### src/rtl/tomasulo_pkg.sv
// Shared Tomasulo definitions: tag-space defaults, the reserved NO_TAG value and the
// allocator FSM state type. The reservation stations and the CDB import these as well.
package tomasulo_pkg;

   localparam int unsigned TAG_WIDTH_DEFAULT  = 4;
   localparam int unsigned FIFO_DEPTH_DEFAULT = 4;

   // Tag 0 means "operand ready" and is never allocated.
   localparam int unsigned NO_TAG = 0;

   typedef enum logic [0:0] {
      IDLE  = 1'b0,
      DRAIN = 1'b1
   } alloc_state_t;

endpackage

### src/rtl/free_tag_encoder.sv
// Lowest-set-bit finder: reports whether any bit of free_vec is set and the index of the
// lowest one. Purely combinational.
module free_tag_encoder #(
   parameter int unsigned WIDTH = 16,
   parameter int unsigned IDX_W = (WIDTH > 1) ? $clog2(WIDTH) : 1
) (
   input  logic [WIDTH-1:0] free_vec,
   output logic             found,
   output logic [IDX_W-1:0] index
);

   // Scan from the top down so the last hit, i.e. the lowest set bit, wins.
   always_comb begin
      found = 1'b0;
      index = '0;
      for (int i = WIDTH - 1; i >= 0; i--) begin
         if (free_vec[i]) begin
            found = 1'b1;
            index = IDX_W'(i);
         end
      end
   end

endmodule

### src/rtl/tag_issue_allocator.sv
// Issue-side tag allocator. Hands out the lowest free reservation-station tag, pushes it
// into the in-order tag FIFO, frees tags on CDB broadcasts, gates retire pops against the
// tracked FIFO occupancy and drains the FIFO after a flush.
module tag_issue_allocator
   import tomasulo_pkg::*;
#(
   parameter int unsigned TAG_WIDTH  = TAG_WIDTH_DEFAULT,
   parameter int unsigned FIFO_DEPTH = FIFO_DEPTH_DEFAULT,
   localparam int unsigned CNT_W     = $clog2(FIFO_DEPTH + 1)
) (
   input  logic                 clk,
   input  logic                 reset,
   input  logic                 issue_req,
   output logic                 issue_grant,
   output logic [TAG_WIDTH-1:0] issue_tag,
   output logic                 fifo_push,
   output logic [TAG_WIDTH-1:0] fifo_push_tag,
   input  logic                 retire_req,
   output logic                 fifo_pop,
   input  logic                 cdb_valid,
   input  logic [TAG_WIDTH-1:0] cdb_tag,
   input  logic                 flush,
   output logic [CNT_W-1:0]     fifo_count,
   output logic                 fifo_full,
   output logic                 fifo_empty,
   output logic [TAG_WIDTH-1:0] free_count,
   output logic                 release_err,
   output logic                 draining
);

   localparam int unsigned NUM_TAGS = 2 ** TAG_WIDTH;

   logic [NUM_TAGS-1:1] busy_q, busy_d;
   logic [CNT_W-1:0]    fifo_count_q, fifo_count_d;
   alloc_state_t        state_q, state_d;
   logic                release_err_q, release_err_d;

   logic                 tag_found;
   logic [TAG_WIDTH-1:0] lowest_free;
   logic                 cdb_hits_busy;

   // Bit 0 (NO_TAG) is presented as never free so it can't be picked.
   free_tag_encoder #(
      .WIDTH (NUM_TAGS),
      .IDX_W (TAG_WIDTH)
   ) u_free_tag_encoder (
      .free_vec ({~busy_q, 1'b0}),
      .found    (tag_found),
      .index    (lowest_free)
   );

   assign fifo_count = fifo_count_q;
   assign fifo_full  = (fifo_count_q == CNT_W'(FIFO_DEPTH));
   assign fifo_empty = (fifo_count_q == '0);
   assign draining   = (state_q == DRAIN);
   assign release_err = release_err_q;

   // Grant and pop gating; full blocks a grant even when a pop happens this cycle.
   always_comb begin
      issue_grant = 1'b0;
      fifo_pop    = 1'b0;
      if (state_q == IDLE) begin
         issue_grant = issue_req & ~flush & tag_found & ~fifo_full;
         fifo_pop    = retire_req & ~fifo_empty;
      end else begin
         fifo_pop    = ~fifo_empty;
      end
      issue_tag     = issue_grant ? lowest_free : TAG_WIDTH'(NO_TAG);
      fifo_push     = issue_grant;
      fifo_push_tag = issue_tag;
   end

   // Population count of free tags, taken from registered state only.
   always_comb begin
      free_count = '0;
      for (int i = 1; i < NUM_TAGS; i++) begin
         free_count = free_count + {{(TAG_WIDTH - 1){1'b0}}, ~busy_q[i]};
      end
   end

   // Next-state for busy bitmap, FIFO occupancy, FSM and sticky release error.
   always_comb begin
      busy_d        = busy_q;
      fifo_count_d  = fifo_count_q;
      state_d       = state_q;
      release_err_d = release_err_q;
      cdb_hits_busy = (cdb_tag != TAG_WIDTH'(NO_TAG)) && busy_q[cdb_tag];

      // CDB releases only count outside DRAIN.
      if (state_q == IDLE && cdb_valid) begin
         if (cdb_hits_busy) begin
            busy_d[cdb_tag] = 1'b0;
         end else begin
            release_err_d = 1'b1;
         end
      end
      // Applied after the release so a set on the same tag wins.
      if (issue_grant) begin
         busy_d[issue_tag] = 1'b1;
      end

      unique case ({fifo_push, fifo_pop})
         2'b10:   fifo_count_d = fifo_count_q + CNT_W'(1);
         2'b01:   fifo_count_d = fifo_count_q - CNT_W'(1);
         default: fifo_count_d = fifo_count_q;
      endcase

      if (flush) begin
         busy_d  = '0;
         state_d = (fifo_count_d != '0) ? DRAIN : IDLE;
      end else if (state_q == DRAIN && fifo_count_d == '0) begin
         state_d = IDLE;
      end
   end

   // All allocator state; FIFO receives the same asynchronous reset.
   always_ff @(posedge clk or posedge reset) begin
      if (reset) begin
         busy_q        <= '0;
         fifo_count_q  <= '0;
         state_q       <= IDLE;
         release_err_q <= 1'b0;
      end else begin
         busy_q        <= busy_d;
         fifo_count_q  <= fifo_count_d;
         state_q       <= state_d;
         release_err_q <= release_err_d;
      end
   end

endmodule

### config.mk
export PLATFORM = sky130hd
export DESIGN_NAME = tag_issue_allocator
export DESIGN_NICKNAME = d
export VERILOG_FILES = /design/src/rtl/tomasulo_pkg.sv /design/src/rtl/free_tag_encoder.sv /design/src/rtl/tag_issue_allocator.sv
export SDC_FILE = /design/constraint.sdc
export NUM_CORES = 1
export LEC_CHECK = 0
export ABC_AREA = 1
export BUFFER_PORTS_ARGS = -buffer_cell sky130_fd_sc_hd__buf_2
export CORE_MARGIN = 5
export CORE_UTILIZATION = 25
export CTS_CLUSTER_DIAMETER = 30
export DETAILED_ROUTE_END_ITERATION = 10
export PLACE_DENSITY = 0.38
export SYNTH_ARGS = -nofsm -noshare
export SYNTH_HDL_FRONTEND = slang
export SYNTH_SLANG_ARGS = --single-unit
### constraint.sdc
create_clock -name clk -period 4.2 [get_ports clk]
set_clock_uncertainty 0.15 [all_clocks]
set_input_delay 0 -clock clk [delete_from_list [all_inputs] [get_ports clk]]
set_output_delay 0 -clock clk [all_outputs]
set_load 0.02 [all_outputs]
==> run metrics <==
first-pass GRT wire length 8310 µm; effective utilization at floorplan 25.4%; total area of multi-input combinational cells 997 µm²; number of warnings reported in the yosys synthesis log 0; tightest slew margin relative to the limit 45.2%; total power per unit cell area 351 mW/mm²; area overhead of the layout relative to synthesis 18.0%; number of clock buffers inserted by TritonCTS 3; number of pins exceeding their max-slew limit in the final report 0; average cell area after synthesis 8.20 µm²; number of instances in the synthesized netlist 208; least setup slack across all paths after layout 0.145 ns; clock period minus final worst setup slack 4.06 ns; dpl cells 312; number of nets in the finished design 263; clock slew seen by the registers of the worst setup and hold paths 0.08 ns; post-route cell area 0.00201 mm²; number of detailed-routing iterations run before antenna repair 4; Port Buf Inserts 31; via count 1527; TritonCTS clock tree built; number of routed nets with antenna violations 0; worst path arrival time 3.91 ns; post-layout util 30.0%; number of hold-slack violations in the final timing report 0; reg2reg start busy_q[7]; floorplan row count 30; hold path cells 4; Worst setup SP type flip-flop; Total Neg Setup Slack 0 ns; Filler Cell Count 739; worst skew pair latency 0.26 ns; setup violators final 0; final clock period utilization by the worst path 96.6%; total power draw 0.706 mW; height of the die 92.6 µm; register cell area after layout 502 µm²; actual slew at the worst max-slew pin 0.821 ns; core box area 0.00672 mm²; number of buffers between clock root and the deepest sink 2; Data required, critical path 4.05 ns; routed wire length per instance 15.7 µm; CTS H-Tree Depth 1; DRC Markers 0; die footprint 0.00857 mm²; width of the die 92.6 µm; wirelength, routed 4990 µm; Avg Vias per Cell 4.80; buffer type at the clock tree root sky130_fd_sc_hd__clkbuf_8; detailed placement HPWL 4060 µm; flops & latches, synth 20; commonest cells after routing, fill and taps aside sky130_fd_sc_hd__inv_1, sky130_fd_sc_hd__buf_2, sky130_fd_sc_hd__nand2_1; via count of the first global-routing pass 1580; fraction of layout cells with a size suffix above 1 25.6%; # diodes 0; maximum clock rate 247 MHz; sequential area share after synthesis 29.3%; Final Instance Count excl. Fillers 318; # clock sinks 20; total overflow reported by the global router 0; Reg2Reg Setup Slack 1.14 ns; number of cells traversed by the worst register-to-register path 12; ports placed on the boundary 32; Worst setup EP type output pin; number of distinct library cells after synthesis 32; Hold WC Path Type in -> reg; netlist area before placement 0.00171 mm²; endpoint with the worst hold slack release_err; max-cap check violation count 0; maximum vdd ir drop 0.271 mV; startpoint of the tightest hold check path cdb_tag[3]; Worst Path Max Fanout 2; number of antenna violations at the first check in global routing 0; status complete, no violations; Final Wtd Congestion 0.779; Mapped Nets 232; total global routing track utilization 12.3%; total placed instance area 0.00192 mm²; RSZ-0062 raised after global routing no; Lkg Pwr 0.770 nW; capturing point of the worst reg2reg path draining; largest net degree at the start of global routing 21; pre-CTS setup slack 0.403 ns; initial drt markers 82; type of the setup path with the least slack reg -> out; final hold slack 0.0532 ns
## sequential cells by signal (all words and copies together) (netlist names)
| register | flops |
|---|---|
| fifo_count | 3 |
| release_err | 1 |
| busy_q | 15 |
| draining | 1 |
## worst max-delay path, cell delays in order, from the launching register on
cell,delay (ns)
sky130_fd_sc_hd__dfrtp_1,0.40
sky130_fd_sc_hd__fa_1,0.54
sky130_fd_sc_hd__inv_1,0.06
sky130_fd_sc_hd__fa_1,0.47
sky130_fd_sc_hd__fa_1,0.51
sky130_fd_sc_hd__inv_1,0.05
sky130_fd_sc_hd__fa_1,0.47
sky130_fd_sc_hd__inv_1,0.05
sky130_fd_sc_hd__fa_1,0.40
sky130_fd_sc_hd__fa_1,0.39
sky130_fd_sc_hd__xor2_1,0.15
sky130_fd_sc_hd__buf_2,0.18
## Yosys cell counts, drive strengths merged
cell type | instances | area, µm²
nor4 | 2 | 33.8
clkbuf | 2 | 7.51
xor2 | 2 | 17.5
nand3 | 15 | 87.6
nand4 | 9 | 56.3
nor2 | 13 | 63.8
xnor2 | 1 | 8.76
a21oi | 18 | 90.1
inv | 40 | 153
a22oi | 3 | 22.5
buf | 7 | 47.6
o32ai | 1 | 8.76
nand2 | 31 | 124
nor3 | 4 | 25.0
a221oi | 1 | 8.76
a31o | 2 | 17.5
ha | 3 | 37.5
fa | 11 | 220
o221ai | 3 | 26.3
dfrtp | 20 | 500
o21ai | 5 | 36.3
o31ai | 15 | 113
## worst max-delay path by stage
stage / from / end / slack [ns] / cells past startpoint
after global placement: busy_q[1] / free_count[2] / 0.42 / 11
after detailed placement: busy_q[1] / free_count[2] / 0.40 / 11
after CTS: busy_q[1] / free_count[2] / 0.12 / 11
final: busy_q[1] / free_count[2] / 0.14 / 11
after global routing: busy_q[8] / free_count[2] / 0.002 / 11
after floorplan: busy_q[1] / free_count[2] / 0.33 / 10
## power breakdown
group	switching, mW	internal (mW)
combinational	0.180	0.0856
clock	0.0711	0.127
sequential	0.0267	0.215
## cell families after synthesis
group | synth area share (%)
AND/OR/NAND/NOR | 22.9
buffers and inverters | 12.2
AO/OA/AOI/OAI | 18.9
flip-flops | 29.3
adder cells (fa/ha/maj) | 15.1
XOR/XNOR | 1.54
## final cells by class
class	count	share of cell area [%]
multi-input combinational	139	49.5
sequential	20	24.9
timing repair buffer	35	9.45
inverter	40	7.58
tap	80	4.97
clock buffer	3	2.05
clock inverter	1	1.49
## routing by layer
layer  vias to the layer above  global-route usage (%)  share of wire (%)
met4                         0                    2.60               0.58
li1                        761                       -                  -
met3                         2                    1.38                4.3
met1                       726                    17.1                 49
met5                         -                       0                  0
met2                        38                    20.7                 46
## what timing repair did
action                                  CTS  global route
hold endpoints to repair                 24             0
buffers inserted                          0             0
gates resized for setup                   0             1
hold buffers                              2             0
endpoints found under the setup margin    0             1
(Power assumes the default switching activity.)
